### config.mk
export PLATFORM = sky130hd
export DESIGN_NAME = mem_port_arbiter
export DESIGN_NICKNAME = d
export VERILOG_FILES = /design/src/rtl/mem_port_arbiter.sv
export SDC_FILE = /design/constraint.sdc
export NUM_CORES = 1
export LEC_CHECK = 0
export CAP_MARGIN = 20
export CORE_UTILIZATION = 43
export CTS_CLUSTER_SIZE = 8
export DETAILED_ROUTE_END_ITERATION = 10
export PLACE_DENSITY = 0.84
export RECOVER_POWER = 100
export SYNTH_ARGS = -nofsm -noshare
export SYNTH_HDL_FRONTEND = slang
export SYNTH_SLANG_ARGS = --single-unit
### constraint.sdc
create_clock -name clk -period 3.4 [get_ports clk]
set_input_delay 0.68 -clock clk [delete_from_list [all_inputs] [get_ports clk]]
set_output_delay 0.68 -clock clk [all_outputs]
set_load 0.01 [all_outputs]
### src/rtl/mem_port_arbiter.sv
// Arbiter sharing one memory port between instruction fetch (IF) and the
// load/store path (D). It runs one transaction at a time and gives D priority.
// A streak counter caps D wins while a fetch waits.
// A fetch that is flushed still finishes on the bus, but its result is dropped.
module mem_port_arbiter #(
  parameter int ADDR_W       = 32,
  parameter int DATA_W       = 32,
  parameter int MAX_D_STREAK = 4
) (
  input  logic                clk,
  input  logic                rst,
  input  logic                if_req,
  input  logic [ADDR_W-1:0]   if_addr,
  input  logic                if_flush,
  output logic                if_done,
  output logic [DATA_W-1:0]   if_rdata,
  input  logic                d_req,
  input  logic                d_we,
  input  logic [ADDR_W-1:0]   d_addr,
  input  logic [DATA_W-1:0]   d_wdata,
  input  logic [DATA_W/8-1:0] d_be,
  output logic                d_done,
  output logic [DATA_W-1:0]   d_rdata,
  output logic                mem_req,
  output logic                mem_we,
  output logic [ADDR_W-1:0]   mem_addr,
  output logic [DATA_W-1:0]   mem_wdata,
  output logic [DATA_W/8-1:0] mem_be,
  input  logic                mem_ready,
  input  logic [DATA_W-1:0]   mem_rdata
);

  localparam int BE_W = DATA_W / 8;
  localparam int SW   = $clog2(MAX_D_STREAK + 1);
  localparam logic [SW-1:0] STREAK_MAX = SW'(MAX_D_STREAK);

  typedef enum logic [1:0] {IDLE, BUS_IF, BUS_D} state_t;

  state_t            state_q, state_d;
  logic [SW-1:0]     streak_q, streak_d;
  logic              flush_pend_q, flush_pend_d;
  logic              mem_req_q, mem_req_d;
  logic              mem_we_q, mem_we_d;
  logic [ADDR_W-1:0] mem_addr_q, mem_addr_d;
  logic [DATA_W-1:0] mem_wdata_q, mem_wdata_d;
  logic [BE_W-1:0]   mem_be_q, mem_be_d;
  logic              if_done_q, if_done_d;
  logic [DATA_W-1:0] if_rdata_q, if_rdata_d;
  logic              d_done_q, d_done_d;
  logic [DATA_W-1:0] d_rdata_q, d_rdata_d;

  logic if_elig, d_elig, grant_if, grant_d;

  // A requester that is completing this cycle must not be granted again straight away.
  assign if_elig = if_req & ~if_flush & ~if_done_q;
  assign d_elig  = d_req & ~d_done_q;

  // Idle arbitration: D wins unless a waiting fetch has seen the maximum streak of D grants.
  always_comb begin
    grant_if = 1'b0;
    grant_d  = 1'b0;
    if (state_q == IDLE) begin
      if (if_elig && d_elig) begin
        grant_if = (streak_q == STREAK_MAX);
        grant_d  = (streak_q != STREAK_MAX);
      end else begin
        grant_if = if_elig;
        grant_d  = d_elig;
      end
    end
  end

  // Next-state logic for the bus sequencer, the streak counter and the result registers.
  always_comb begin
    state_d      = state_q;
    streak_d     = streak_q;
    flush_pend_d = flush_pend_q;
    mem_req_d    = mem_req_q;
    mem_we_d     = mem_we_q;
    mem_addr_d   = mem_addr_q;
    mem_wdata_d  = mem_wdata_q;
    mem_be_d     = mem_be_q;
    if_done_d    = 1'b0;
    if_rdata_d   = if_rdata_q;
    d_done_d     = 1'b0;
    d_rdata_d    = d_rdata_q;

    unique case (state_q)
      IDLE: begin
        if (grant_if) begin
          state_d    = BUS_IF;
          mem_req_d  = 1'b1;
          mem_we_d   = 1'b0;
          mem_addr_d = if_addr;
          mem_be_d   = '1;
        end else if (grant_d) begin
          state_d     = BUS_D;
          mem_req_d   = 1'b1;
          mem_we_d    = d_we;
          mem_addr_d  = d_addr;
          mem_wdata_d = d_wdata;
          mem_be_d    = d_be;
        end
      end
      BUS_IF: begin
        if (if_flush) flush_pend_d = 1'b1;
        if (mem_ready) begin
          state_d   = IDLE;
          mem_req_d = 1'b0;
          mem_we_d  = 1'b0;
          if (flush_pend_q || if_flush) begin
            flush_pend_d = 1'b0;
          end else begin
            if_done_d  = 1'b1;
            if_rdata_d = mem_rdata;
          end
        end
      end
      BUS_D: begin
        if (mem_ready) begin
          state_d   = IDLE;
          mem_req_d = 1'b0;
          mem_we_d  = 1'b0;
          d_done_d  = 1'b1;
          if (!mem_we_q) d_rdata_d = mem_rdata;
        end
      end
      default: state_d = IDLE;
    endcase

    if (!if_req)
      streak_d = '0;
    else if (grant_if)
      streak_d = '0;
    else if (grant_d && streak_q != STREAK_MAX)
      streak_d = streak_q + 1'b1;
  end

  // State and output registers with synchronous reset.
  always_ff @(posedge clk) begin
    if (rst) begin
      state_q      <= IDLE;
      streak_q     <= '0;
      flush_pend_q <= 1'b0;
      mem_req_q    <= 1'b0;
      mem_we_q     <= 1'b0;
      mem_addr_q   <= '0;
      mem_wdata_q  <= '0;
      mem_be_q     <= '0;
      if_done_q    <= 1'b0;
      if_rdata_q   <= '0;
      d_done_q     <= 1'b0;
      d_rdata_q    <= '0;
    end else begin
      state_q      <= state_d;
      streak_q     <= streak_d;
      flush_pend_q <= flush_pend_d;
      mem_req_q    <= mem_req_d;
      mem_we_q     <= mem_we_d;
      mem_addr_q   <= mem_addr_d;
      mem_wdata_q  <= mem_wdata_d;
      mem_be_q     <= mem_be_d;
      if_done_q    <= if_done_d;
      if_rdata_q   <= if_rdata_d;
      d_done_q     <= d_done_d;
      d_rdata_q    <= d_rdata_d;
    end
  end

  assign if_done   = if_done_q;
  assign if_rdata  = if_rdata_q;
  assign d_done    = d_done_q;
  assign d_rdata   = d_rdata_q;
  assign mem_req   = mem_req_q;
  assign mem_we    = mem_we_q;
  assign mem_addr  = mem_addr_q;
  assign mem_wdata = mem_wdata_q;
  assign mem_be    = mem_be_q;

endmodule

**Yosys cells after proc, flatten, opt, wreduce, memory -nomap -nowiden**

Index checks and enable logic that the tools add are counted.

- Word-level logic and storage cells: 72
- Register bits: 142

- Eq/ne operators: 6
- Bitwise gates (word level): 13
- $add $sub $neg: 1
- Mux-type cells: 24
- Reductions and logical operators: 16

Operators with widths:

| kind | count |
|---|---|
| $mux W32 | 2 |
| $mux W1 | 14 |
| $reduce_and A3 Y1 | 4 |
| $not A1 Y1 | 10 |
| $mux W4 | 2 |
| $mux W2 | 3 |
| $ne A3 B3 Y1 const B | 2 |
| $reduce_or A3 Y1 | 2 |
| $pmux W1 S2 | 2 |
| $pmux W2 S2 | 1 |
| $reduce_and A2 Y1 | 2 |
| $reduce_bool A2 Y1 | 2 |
| $reduce_or A2 Y1 | 2 |
| $add A3 B1 Y3 const B | 1 |
| $and A1 B1 Y1 | 3 |
| $eq A3 B3 Y1 const B | 1 |
| $eq A2 B1 Y1 const B | 1 |
| $eq A2 B2 Y1 const B | 1 |
| $logic_and A1 B1 Y1 | 2 |
| $logic_not A2 Y1 | 1 |
| $ne A2 B1 Y1 const B | 1 |
| $logic_or A1 B1 Y1 | 1 |

**Longest topological paths before layout**

Gate-level depths: netlist (run 1).

- Word-level depth: 9
- Depth in mapped cells: 10
- Mapped depth without buffers: 6

**Least setup slack after synthesis (run 1)**

OpenSTA, ideal clock, no wires.

- Path type: input-to-reg
- From: input port if_flush
- To: register mem_addr_q[27] (netlist: mem_addr[27])
- Slack: 1.500 ns
- Arrival time: 1.821 ns
- Data required time: 3.322 ns
- Cell stages on the path: 6
- Path through: or3b_1 buf_6 a21oi_4 buf_6 o22ai_1 nor3_1

- Longest elaborated chain between the ends: 8

Ends and longest elaborated chain:

| what | line | source |
|---|---|---|
| start: declaration | 14 | `input logic if_flush,` |
| $not A1 Y1 (*) | 55 | `assign if_elig = if_req & ~if_flush & ~if_done_q;` |
| $and A1 B1 Y1 (*) (2 in series) | 55 |  |
| $logic_and A1 B1 Y1 | 63 | `if (if_elig && d_elig) begin` |
| $mux W1 | 63 |  |
| $mux W1 | 62 | `if (state_q == IDLE) begin` |
| $reduce_bool A2 Y1 (no source line) | n/a |  |
| $reduce_and A2 Y1 (no source line) | n/a |  |
| end signal: assignment | 160 | `mem_addr_q <= mem_addr_d;` |
| end: declaration | 44 | `logic [ADDR_W-1:0] mem_addr_q, mem_addr_d;` |

Mark *: on every way between the ends. The rest lies on a longest branch, timed or not.
A chain may end at the register's enable or synchronous reset.

**Worst setup path after layout (run 1)**

- From: input port mem_ready
- To: register if_rdata_q[31] (netlist: if_rdata[31])

- Longest elaborated chain between the ends: 1

Ends and longest elaborated chain:

| what | line | source |
|---|---|---|
| start: declaration | 29 | `input logic mem_ready,` |
| $reduce_and A3 Y1 (no source line) | n/a |  |
| end signal: assignment | 164 | `if_rdata_q <= if_rdata_d;` |
| end: declaration | 48 | `logic [DATA_W-1:0] if_rdata_q, if_rdata_d;` |

Every way passes these cells.

==> summary.txt, run 1 <==
Logic synthesis
  • Synth Flop Type: dfxtp_1
  • Mean Syn Cell Area: 8.16 um2
  • Post-synthesis cell area: 5280 um2
  • Syn nets: 791
  • Adder-cell share of the synthesized area: 0.0118
  • Post-Syn Instances: approximately 650
  • Synth unique cells: 39
  • Main combinational cell family by area after synthesis: simple AND/OR/NAND/NOR gates
  • Post-synthesis compound-gate area fraction: 0.159
  • Synth Area in Simple Gates: 0.237
  • Post-synthesis sequential area ratio: 0.538
  • Synth warn: 0
  • XOR/XNOR Fraction of Synth Area: 0.00166
  • Ys async rst share: 0
  • Post-synth EDFFs: 0
  • Mux contribution to synthesized area: 0
  • Yosys reg bits: 142

Clock tree
  • Clock slew at reported path FFs: approximately 0.060 ns
  • Clk sinks: between 100 and 150
  • Worst skew pair latency: between 0.4 and 0.5 ns
  • Cells resized by post-CTS repair: 0
  • Htree depth: 4
  • CTS Buf Count: 17
  • Root buf cell: clkbuf_16
  • Post-CTS Setup Bufs: 0
  • # hold bufs at CTS: 0
  • CTS Buffer Depth: 2
  • CTS tree: done

Setup path
  • Worst reg2reg startpoint: state_q[1]$_SDFFE_PP0P_
  • Reg2Reg Depth: 7
  • CP Max Fanout: 32
  • Crit path buffers/inverters: 2
  • Crit path top cell by count: nand2_1
  • Reg2reg setup slack: 1.06 ns
  • Crit. End Element: flop
  • Worst path depth: 6
  • Crit-path cells: dlygate4sd3_1 > nand2_1 > nor3_2 > clkbuf_1 > nand2_1 > a21oi_1
  • Worst path slowest cell: clkbuf_1
  • Critical path's top delay family: buffers and inverters
  • FF-to-FF End: if_rdata[31]$_SDFFE_PP0P_
  • Crit path kind: in2reg
  • Worst Path Required: 3.74 ns
  • Critical Path AT: 3.07 ns
  • Biggest cell delay along the critical path: roughly 1.1 ns
  • Critical Path Source Type: input pin

Drt
  • Final WL: 16,500 um
  • Via density: around 5
  • Uppermost layer routed: met4
  • Avg WL per Cell: 15.7 um
  • Met2 WL post-DR: 8310 um
  • Post-Route M1 WL: 6840 um
  • DR pass1 iterations: 4
  • Initial drt markers: about 400
  • Vias after detailed routing: 5,369
  • DR DRC count: 0
  • Routed Antenna Nets: 0
  • WL met3: 908 um

Global route
  • Initial antenna violation count: 0
  • Grt total ovfl: 0
  • Overall routing resource usage: 0.261
  • Vias in the first global route: roughly 5,000
  • Largest net degree at the start of global routing: 69
  • Global-route wire length before repair: roughly 26,000 um

STA
  • Min Tclk post-route: around 2.7 ns
  • Max Clk Rate: 366 MHz
  • Total negative slack: 0 ns
  • RSZ-0062 raised after global routing: no
  • Fin crit share: 0.804
  • Endpoints failing setup: 0
  • Slew HR: 0.0117
  • Fin. Hold Viols: 0
  • Slew @ Worst Pin: 1.48 ns
  • Max Slew Vio Count: 0
  • Worst Clk Skew: 0.0112 ns

Place
  • Hpwl dp: between 10,000 and 15,000 um
  • Dpl cell area: around 8100 um2
  • Routability cong.: around 0.83
  • Buffers added on ports: around 270

Floorplanning
  • Row count: 40
  • Die Ht: approximately 110 um
  • Initial Utilization: 0.440
  • Die X: 113 um
  • Core Area: 12,000 um2
  • Die area: approximately 13,000 um2
  • IO Count: between 200 and 300

Job
  • Max-cap violation count: 0

Pwr
  • Leakage: 3.48 nW
  • Max IR drop VDD: ~0.36 mV
  • Power per cell area: 535 nW/um2

Finish
  • Commonest cells after routing, fill and taps aside: nand2_1, dfxtp_1, dlygate4sd3_1, clkdlybuf4s50_1, a21oi_1
  • Net count, final: 1,041
  • Fraction of layout cells with a size suffix above 1: 0.0549
  • Commonest non-fill, non-tap cell in the layout: nand2_1
  • Fill cell count: 941
  • Footprint of the multi-input gates: 2160 um2
  • Layout overhead on the synthesized area: 64.0%
  • Register area: 2840 um2
  • Antenna diodes: 0
  • Post-route cell area: 8660 um2

Worst hold path
  • Hold Startpoint: mem_wdata[28]$_SDFFE_PP0P_
  • Hold Crit Depth: 2
  • Hold crit path type: reg2reg
  • Hold endpoint: mem_wdata[28]$_SDFFE_PP0P_

Status
  • Status: finished clean
## worst register-to-register path: stages, from the launching register on
cell and delay [ns]:
dfxtp_1 0.33, inv_1 0.08, ha_1 0.19, nand2_1 0.09
nor3_2 0.11, clkbuf_1 1.10, nand2_1 0.18, a21oi_1 0.19
## stage by stage
step | util | setup WS [ns] | instances | power [mW] | hold WS [ns]
finish | 0.721 | 0.668 | 1057 | 4.63 | 0.447
global route | 0.721 | 0.500 | 1057 | 4.82 | 0.465
CTS | 0.723 | 1.01 | 1057 | 4.71 | 0.453
detailed placement | 0.671 | 0.639 | 1025 | 2.79 | 0.445
global placement | 0.671 | 0.765 | 1025 | 2.77 | 0.440
floorplan | - | 1.50 | 647 | 2.31 | 0.450
## where the power goes
part	total [mW]	switching [mW]	internal, mW	leakage [nW]
Combinational	0.860	0.427	0.434	2.02
Clock	1.92	0.695	1.23	0.306
Sequential	1.85	0.0589	1.79	1.16
## how the worst max path moves through the flow
stage	slack (ns)	from	end
CTS	1.01	if_flush	mem_addr[15]$_SDFFE_PP0P_
finish	0.67	mem_ready	if_rdata[31]$_SDFFE_PP0P_
global placement	0.76	if_flush	mem_addr[5]$_SDFFE_PP0P_
detailed placement	0.64	if_flush	mem_addr[15]$_SDFFE_PP0P_
global route	0.50	mem_ready	if_rdata[23]$_SDFFE_PP0P_
floorplan	1.50	if_flush	mem_addr[27]$_SDFFE_PP0P_
## cell families after synthesis
| group | after synthesis |
|---|---|
| buffers and inverters | 58 |
| adder cells (fa/ha/maj) | 5 |
| AO/OA/AOI/OAI | 149 |
| XOR/XNOR | 1 |
| flip-flops | 142 |
| AND/OR/NAND/NOR | 292 |
## cells in the mapped netlist, types with 3 or more instances
library cell,n,area share
inv_1,4,0.0028
o22ai_1,36,0.043
a21oi_1,101,0.096
nand2_1,199,0.14
nor3_2,4,0.0076
nand2b_1,3,0.0036
clkbuf_1,38,0.027
ha_1,5,0.012
buf_2,8,0.0076
nor3_1,63,0.060
dfxtp_1,142,0.54
nor2_1,11,0.0078
buf_6,6,0.013
## routing by layer
metal,up-vias,GRT usage
met5,-,0
met4,0,0.135
met3,35,0.0659
met2,194,0.436
met1,2439,0.312
li1,2701,-
## sequential cells by signal, summed over array words and instances (netlist names)
register / flops
mem_we: 1
state_q: 2
mem_addr: 32
if_done: 1
d_rdata: 32
mem_wdata: 32
flush_pend_q: 1
d_done: 1
mem_req: 1
if_rdata: 32
mem_be: 4
streak_q: 3
## cell type report
type,count,area share
well taps,147,0.0212
inverters,5,0.00217
clock inverters,10,0.0156
flip-flops and latches,142,0.328
multi-input cells,447,0.249
clock buffers,22,0.0559
repair buffers,284,0.328
Power figures use the tool's default switching activity.
==> inputs of run 2 (changes only) <==
--- a/config.mk
+++ b/config.mk
@@ -6,10 +6,10 @@
 export NUM_CORES = 1
 export LEC_CHECK = 0
 export CAP_MARGIN = 20
-export CORE_UTILIZATION = 43
+export CORE_UTILIZATION = 36
 export CTS_CLUSTER_SIZE = 8
 export DETAILED_ROUTE_END_ITERATION = 10
-export PLACE_DENSITY = 0.84
+export PLACE_DENSITY = 0.75
 export RECOVER_POWER = 100
 export SYNTH_ARGS = -nofsm -noshare
 export SYNTH_HDL_FRONTEND = slang
==> constraint.sdc (replaced) <==
create_clock -name clk -period 2.3 [get_ports clk]
set_input_delay 0.46 -clock clk [delete_from_list [all_inputs] [get_ports clk]]
set_output_delay 0.46 -clock clk [all_outputs]
set_load 0.01 [all_outputs]
==> run 2 against run 1 <==
  * First-iteration DRC count down 18%
  * Sequential cell count stayed put
  * Worst setup slack worse by 0.44 ns
  * Global-route usage shrank 4.1 points
  * Critical path depth rose by 1
  * Utilization decreased by 9.0 points
  * Worst hold slack better by 0.0016 ns
  * Combinational power up 55%
  * Critical endpoint is now mem_wdata[8]$_SDFFE_PP0P_
  * Largest cell class is now non-clock buffers
  * Highest routed layer unchanged
==> summary.txt, run 2 (synthesis results as in run 1) <==
Job
  • Max-cap violation count: 0 (unchanged)

STA
  • Max Slew Vio Count: 0 (unchanged)
  • Min Tclk post-route: about 2.1 ns
  • Slew HR: 0.503 (+0.491)
  • Total negative slack: 0 ns (unchanged)
  • Worst Clk Skew: 0.00846 ns (-0.00273 ns)
  • Fin crit share: 0.903
  • Max Clk Rate: 482 MHz
  • Fin. Hold Viols: 0 (unchanged)
  • Slew @ Worst Pin: 0.746 ns (-0.737 ns)
  • Endpoints failing setup: 0 (unchanged)
  • RSZ-0062 raised after global routing: no
  • Worst setup margin: 0.224 ns (-0.444 ns)

Clock tree
  • Clk sinks: 142 (unchanged)
  • CTS Buf Count: 17 (unchanged)
  • CTS Buffer Depth: 2 (unchanged)
  • Htree depth: 4 (unchanged)
  • # hold bufs at CTS: 0 (unchanged)
  • Post-CTS Setup Bufs: 0 (unchanged)
  • CTS tree: done
  • Root buf cell: clkbuf_16
  • Cells resized by post-CTS repair: 0 (unchanged)
  • Worst skew pair latency: 0.41 ns (about the same)
  • Clock slew at reported path FFs: 0.06 ns (about the same)

Worst hold path
  • Hold endpoint: d_rdata[21]$_SDFFE_PP0P_
  • Hold Crit Depth: 2 (unchanged)
  • Hold crit path type: reg2reg
  • Hold Startpoint: d_rdata[21]$_SDFFE_PP0P_

Global route
  • Largest net degree at the start of global routing: 64 (-7.2%)
  • Grt total ovfl: 0 (unchanged)
  • Overall routing resource usage: 0.221 (-0.0406)
  • Global-route wire length before repair: 25,800 um (-0.40%)
  • Initial antenna violation count: 0 (unchanged)
  • Vias in the first global route: 4,978 (-2.5%)

Place
  • Dpl cell area: 8310 um2 (+3.1%)
  • Routability cong.: 0.830 (+0.11%)
  • Buffers added on ports: 274 (unchanged)
  • Pre-CTS setup slack: 0.0297 ns (-0.609 ns)
  • Hpwl dp: 11,500 um (+4.5%)
  • Dpl cells: 1,074 (+4.8%)

Setup path
  • CP Max Fanout: 28 (-13%)
  • Reg2reg setup slack: 0.30 ns (-0.76 ns)
  • Worst Path Required: 2.64 ns (-1.10 ns)
  • Crit path kind: in2reg
  • Crit. End Element: flop
  • Critical Path Source Type: input pin
  • Critical Path AT: 2.41 ns (-0.66 ns)
  • FF-to-FF End: mem_be[1]$_SDFFE_PP0P_
  • Reg2Reg Depth: 8 (+1)
  • Worst reg2reg startpoint: state_q[0]$_SDFFE_PP0P_

Drt
  • Uppermost layer routed: met4
  • DR DRC count: 0 (unchanged)
  • Final WL: 16,700 um (+1.2%)
  • Routed Antenna Nets: 0 (unchanged)
  • Via density: 4.91 (-3.3%)
  • Vias after detailed routing: 5,431 (+1.2%)
  • Avg WL per Cell: 15.1 um (-3.3%)
  • Post-Route M1 WL: 7110 um (+3.9%)
  • DR pass1 iterations: 5 (+1)
  • Initial drt markers: 329 (-18%)
  • Met2 WL post-DR: 8270 um (-0.57%)
  • WL met3: 1030 um (+14%)

Floorplanning
  • Row count: 43 (+7.5%)
  • Die X: 123 um (+9.1%)
  • Die Ht: 123 um (+9.1%)
  • Initial Utilization: 0.375 (-0.0650)
  • Die area: 15,200 um2 (+19%)
  • IO Count: 275 (unchanged)
  • Core Area: 14,100 um2 (+17%)

Finish
  • Commonest cells after routing, fill and taps aside: nand2_1, dfxtp_1, dlygate4sd3_1, clkdlybuf4s50_1, a21oi_1
  • Fill cell count: 1,251 (+33%)
  • Register area: 2840 um2 (unchanged)
  • Layout overhead on the synthesized area: 68.4%
  • Net count, final: 1,057 (+1.5%)
  • Fraction of layout cells with a size suffix above 1: 0.0745 (+0.0196)
  • Post-route cell area: 8900 um2 (+2.7%)
  • Fin cells: 1,106 (+4.6%)
  • Antenna diodes: 0 (unchanged)
  • Commonest non-fill, non-tap cell in the layout: nand2_1
  • Footprint of the multi-input gates: 2170 um2 (+0.70%)

Pwr
  • Max IR drop VDD: 0.753 mV (+110%)
  • Leakage: 3.57 nW (+2.5%)
  • Power per cell area: 787 nW/um2 (+47%)
  • Power, Total: 7.00 mW (+51%)

Status
  • Status: finished clean
## run 2: changes by cell type in the layout (fill, tap and decap cells not counted), sizes merged
cell	change
buf	+12
bufinv	+1
clkbuf	+1
clkdlybuf4s50	+2
clkinv	-3
clkinvlp	+3
dlygate4sd3	-2
inv	+2
## run 2: metrics by stage
stage	utilization	hold slack, ns
2_1_floorplan	-	0.450
3_5_place_dp	0.589	0.446
6_report	0.631	0.449
5_1_grt	0.631	0.469
3_3_place_gp	0.589	0.441
4_1_cts	0.635	0.454
## run 2: where the power goes
part | leakage (nW) | internal (mW) | switching [mW]
Combinational | 2.11 | 0.694 | 0.633
Clock | 0.302 | 1.88 | 1.06
Sequential | 1.16 | 2.65 | 0.0911
Total | 3.57 | 5.22 | 1.79
## run 2: final cells by class
cell class / count / area share
repair buffers: 300 / 0.337
flip-flops and latches: 142 / 0.320
multi-input cells: 447 / 0.244
clock buffers: 19 / 0.0509
well taps: 180 / 0.0253
clock inverters: 13 / 0.0210
inverters: 5 / 0.00211
## run 2: metal layers
layer,up-vias,track usage
met5,-,0
met4,0,0.0738
met3,22,0.0683
met2,162,0.366
met1,2525,0.271
li1,2722,-
## run 2: worst max path at each step
stage | start | endpoint | slack (ns) | cells past startpoint
after detailed placement | if_flush | mem_addr[0]$_SDFFE_PP0P_ | 0.03 | 7
after global routing | state_q[0]$_SDFFE_PP0P_ | mem_be[1]$_SDFFE_PP0P_ | 0.13 | 8
after global placement | if_flush | mem_addr[5]$_SDFFE_PP0P_ | 0.09 | 7
after floorplan | state_q[0]$_SDFFE_PP0P_ | mem_wdata[2]$_SDFFE_PP0P_ | 0.57 | 9
final | if_req | mem_wdata[8]$_SDFFE_PP0P_ | 0.22 | 7
after CTS | state_q[0]$_SDFFE_PP0P_ | mem_addr[19]$_SDFFE_PP0P_ | 0.36 | 7
## run 2: critical path, cell delays in order
cell           delay (ns)
dlygate4sd3_1        0.53
or3b_1               0.46
o21ai_4              0.20
buf_12               0.16
clkbuf_4             0.33
nand2_1              0.10
a21oi_1              0.16
==> inputs of run 3 (changes only) <==
--- a/config.mk
+++ b/config.mk
@@ -5,11 +5,13 @@
 export SDC_FILE = /design/constraint.sdc
 export NUM_CORES = 1
 export LEC_CHECK = 0
+export ABC_AREA = 1
 export CAP_MARGIN = 20
-export CORE_UTILIZATION = 36
+export CORE_UTILIZATION = 37
 export CTS_CLUSTER_SIZE = 8
 export DETAILED_ROUTE_END_ITERATION = 10
-export PLACE_DENSITY = 0.75
+export HOLD_SLACK_MARGIN = 0.08
+export PLACE_DENSITY = 0.74
 export RECOVER_POWER = 100
 export SYNTH_ARGS = -nofsm -noshare
 export SYNTH_HDL_FRONTEND = slang
==> run 3 against run 2 <==
  * Non-clock buffer count down 13
  * Utilization fell by 2.9 points
  * Cell area increased by 3.2%
  * Cell count up 9.2%
  * Synthesized area grew 10%
==> summary.txt, run 3 <==
Status
  • Status: finished clean

STA
  • Fin crit share: 0.847 (-0.0558)
  • RSZ-0062 raised after global routing: no
  • Min Tclk post-route: 1.95 ns (-0.128 ns)
  • Worst Clk Skew: 0.0103 ns (+0.00183 ns)
  • Endpoints failing setup: 0 (unchanged)
  • Max Slew Vio Count: 0 (unchanged)
  • Total negative slack: 0 ns (unchanged)
  • Worst setup margin: 0.352 ns (+0.128 ns)
  • Max Clk Rate: 513 MHz (+6.6%)
  • Slew HR: 0.551 (+0.0482)
  • Fin. Hold Viols: 0 (unchanged)
  • Slew @ Worst Pin: 0.673 ns (-0.0723 ns)

Finish
  • Commonest cells after routing, fill and taps aside: nor2_1, dfxtp_1, dlygate4sd3_1, clkdlybuf4s50_1, o21ai_0
  • Commonest non-fill, non-tap cell in the layout: nor2_1
  • Register area: 2840 um2 (unchanged)
  • Net count, final: 1,129 (+6.8%)
  • Footprint of the multi-input gates: 2420 um2 (+11%)
  • Fraction of layout cells with a size suffix above 1: 0.0913 (+0.0168)
  • Layout overhead on the synthesized area: 57.6%
  • Fill cell count: 1,361 (+8.8%)
  • Antenna diodes: 0 (unchanged)

Logic synthesis
  • Post-synth EDFFs: 0 (unchanged)
  • Syn nets: 869 (+9.9%)
  • Post-Syn Instances: 725 (+12%)
  • Mean Syn Cell Area: 8.04 um2 (-1.6%)
  • Post-synthesis sequential area ratio: 0.488 (-0.0502)
  • Post-synth top area cell: dfxtp_1
  • Top cell type's share of synthesized area: 0.488 (-0.0502)
  • Synth warn: 0 (unchanged)
  • Post-synthesis cell area: 5830 um2 (+10%)
  • Ys async rst share: 0 (unchanged)
  • Most frequent cell after synthesis: nor2_1
  • Most frequent cells after synthesis: nor2_1, dfxtp_1, o21ai_0, nand2_1, inv_1
  • Area contributors post-synth: dfxtp_1, nor2_1, o21ai_0
  • Yosys reg bits: 142 (unchanged)
  • Synth Flop Type: dfxtp_1
  • Synth unique cells: 29 (-26%)

Worst hold path
  • Hold Crit Depth: 2 (unchanged)
  • Hold Startpoint: mem_addr[22]$_SDFFE_PP0P_
  • Hold crit path type: reg2reg
  • Hold endpoint: mem_addr[22]$_SDFFE_PP0P_

Clock tree
  • CTS Buf Count: 17 (unchanged)
  • Htree depth: 4 (unchanged)
  • CTS Buffer Depth: 2 (unchanged)
  • Post-CTS Setup Bufs: 0 (unchanged)
  • Clock slew at reported path FFs: 0.06 ns (about the same)
  • CTS tree: done
  • # hold bufs at CTS: 0 (unchanged)
  • Worst skew pair latency: 0.41 ns (about the same)
  • Cells resized by post-CTS repair: 0 (unchanged)
  • Clk sinks: 142 (unchanged)
  • Root buf cell: clkbuf_16

Drt
  • Via density: 4.55 (-7.3%)
  • Final WL: 16,700 um (-0.40%)
  • Vias after detailed routing: 5,497 (+1.2%)
  • Avg WL per Cell: 13.8 um (-8.8%)
  • Routed Antenna Nets: 0 (unchanged)
  • DR DRC count: 0 (unchanged)
  • DR pass1 iterations: 4 (-1)
  • Initial drt markers: 232 (-29%)

Setup path
  • Critical path's top delay family: buffers and inverters
  • Crit path buffers/inverters: 1 (-2)
  • Worst path slowest cell: dlygate4sd3_1
  • Crit. End Element: primary output
  • Crit path kind: reg2out
  • FF-to-FF End: mem_wdata[28]$_SDFFE_PP0P_
  • Reg2reg setup slack: 0.37 ns (+0.07 ns)
  • Critical Path Source Type: flop
  • Critical Path AT: 1.49 ns (-0.92 ns)
  • CP Max Fanout: 2 (-93%)
  • Worst reg2reg startpoint: streak_q[0]$_SDFFE_PP0P_
  • Reg2Reg Depth: 10 (+2)
  • Worst Path Required: 1.84 ns (-0.80 ns)
  • Crit-path cells: dlygate4sd3_1
  • Biggest cell delay along the critical path: 0.65 ns (+0.12 ns)

Pwr
  • Sequential Power Share: 0.405 (+0.014)
  • Leakage: 4.13 nW (+16%)
  • Net switching power: 1.83 mW (+2.2%)
  • Power, Total: 6.86 mW (-2.1%)
  • Max IR drop VDD: 0.457 mV (-39%)
  • Power share of the clock group: 0.383 (-0.037)
  • Comb pwr share: 0.212 (+0.023)
  • Power per cell area: 747 nW/um2 (-5.2%)
  • Internal power: 5.03 mW (-3.6%)
  • Net Sw Frac: 0.266 (+0.0112)

Floorplanning
  • Die Ht: 127 um (+3.5%)
  • IO Count: 275 (unchanged)
  • Die X: 127 um (+3.5%)
  • Initial Utilization: 0.382 (+0.00704)
  • Core Area: 15,300 um2 (+8.2%)
  • Die area: 16,300 um2 (+7.2%)
  • Row count: 45 (+4.7%)

Job
  • Max-cap violation count: 0 (unchanged)

Global route
  • Overall routing resource usage: 0.206 (-0.0145)
  • Grt total ovfl: 0 (unchanged)
  • Global-route wire length before repair: 26,300 um (+1.9%)
  • Largest net degree at the start of global routing: 81 (+27%)
  • Initial antenna violation count: 0 (unchanged)
  • Vias in the first global route: 5,281 (+6.1%)

Place
  • Routability cong.: 0.737 (-11%)
  • Pre-CTS setup slack: 0.161 ns (+0.131 ns)
  • Hpwl dp: 11,400 um (-0.52%)
  • Buffers added on ports: 274 (unchanged)
run 3: layout make-up:
cell class | count | area share
Inverter | 51 | 0.0214
Multi-Input combinational cell | 486 | 0.264
Timing Repair Buffer | 287 | 0.315
Tap cell | 211 | 0.0288
Sequential cell | 142 | 0.310
Clock inverter | 5 | 0.00600
Clock buffer | 26 | 0.0555
run 3: kinds of logic (layout without fill, tap and decap cells):
| group | Yosys count | in the layout | share of synthesized area |
|---|---|---|---|
| buf+inv | 97 | 369 | 0.0799 |
| flops | 142 | 142 | 0.488 |
| fa+ha+maj | 5 | 5 | 0.0107 |
| simple gates | 305 | 305 | 0.219 |
| xor+xnor | 1 | 1 | 0.00150 |
| compound gates | 175 | 175 | 0.201 |
run 3: metrics by stage:
stage	instances	hold WS, ns	cell area (um2)	util
global route	1208	0.476	9180	0.602
CTS	1208	0.465	9310	0.610
detailed placement	1177	0.456	8750	0.573
floorplan	725	0.457	5830	-
global placement	1177	0.451	8750	0.573
finish	1208	0.458	9180	0.602
run 3: how the worst max path moves through the flow:
stage,to,startpoint,cells after the start
finish,if_done,if_done$_SDFF_PP0_,1
global route,mem_be[1]$_SDFFE_PP0P_,streak_q[0]$_SDFFE_PP0P_,9
CTS,if_done,if_done$_SDFF_PP0_,1
detailed placement,mem_addr[18]$_SDFFE_PP0P_,if_flush,9
global placement,mem_addr[18]$_SDFFE_PP0P_,if_req,8
floorplan,mem_addr[15]$_SDFFE_PP0P_,streak_q[0]$_SDFFE_PP0P_,9
run 3: power groups by stage:
| stage | combinational [mW] | clock (mW) | sequential, mW |
|---|---|---|---|
| after floorplan | 0.673 | 0 | 2.94 |
| after global placement | 1.56 | 0 | 2.84 |
| after detailed placement | 1.58 | 0 | 2.84 |
| after CTS | 1.59 | 2.67 | 2.79 |
| after global routing | 1.59 | 2.79 | 2.81 |
| final | 1.45 | 2.62 | 2.78 |
run 3: per-layer routing:
layer / up-vias / part of all wire / GRT usage
met5: - / 0 / 0
met4: 0 / 0.0080 / 0.0742
met3: 13 / 0.093 / 0.0821
met2: 181 / 0.48 / 0.350
met1: 2452 / 0.42 / 0.233
li1: 2851 / - / -
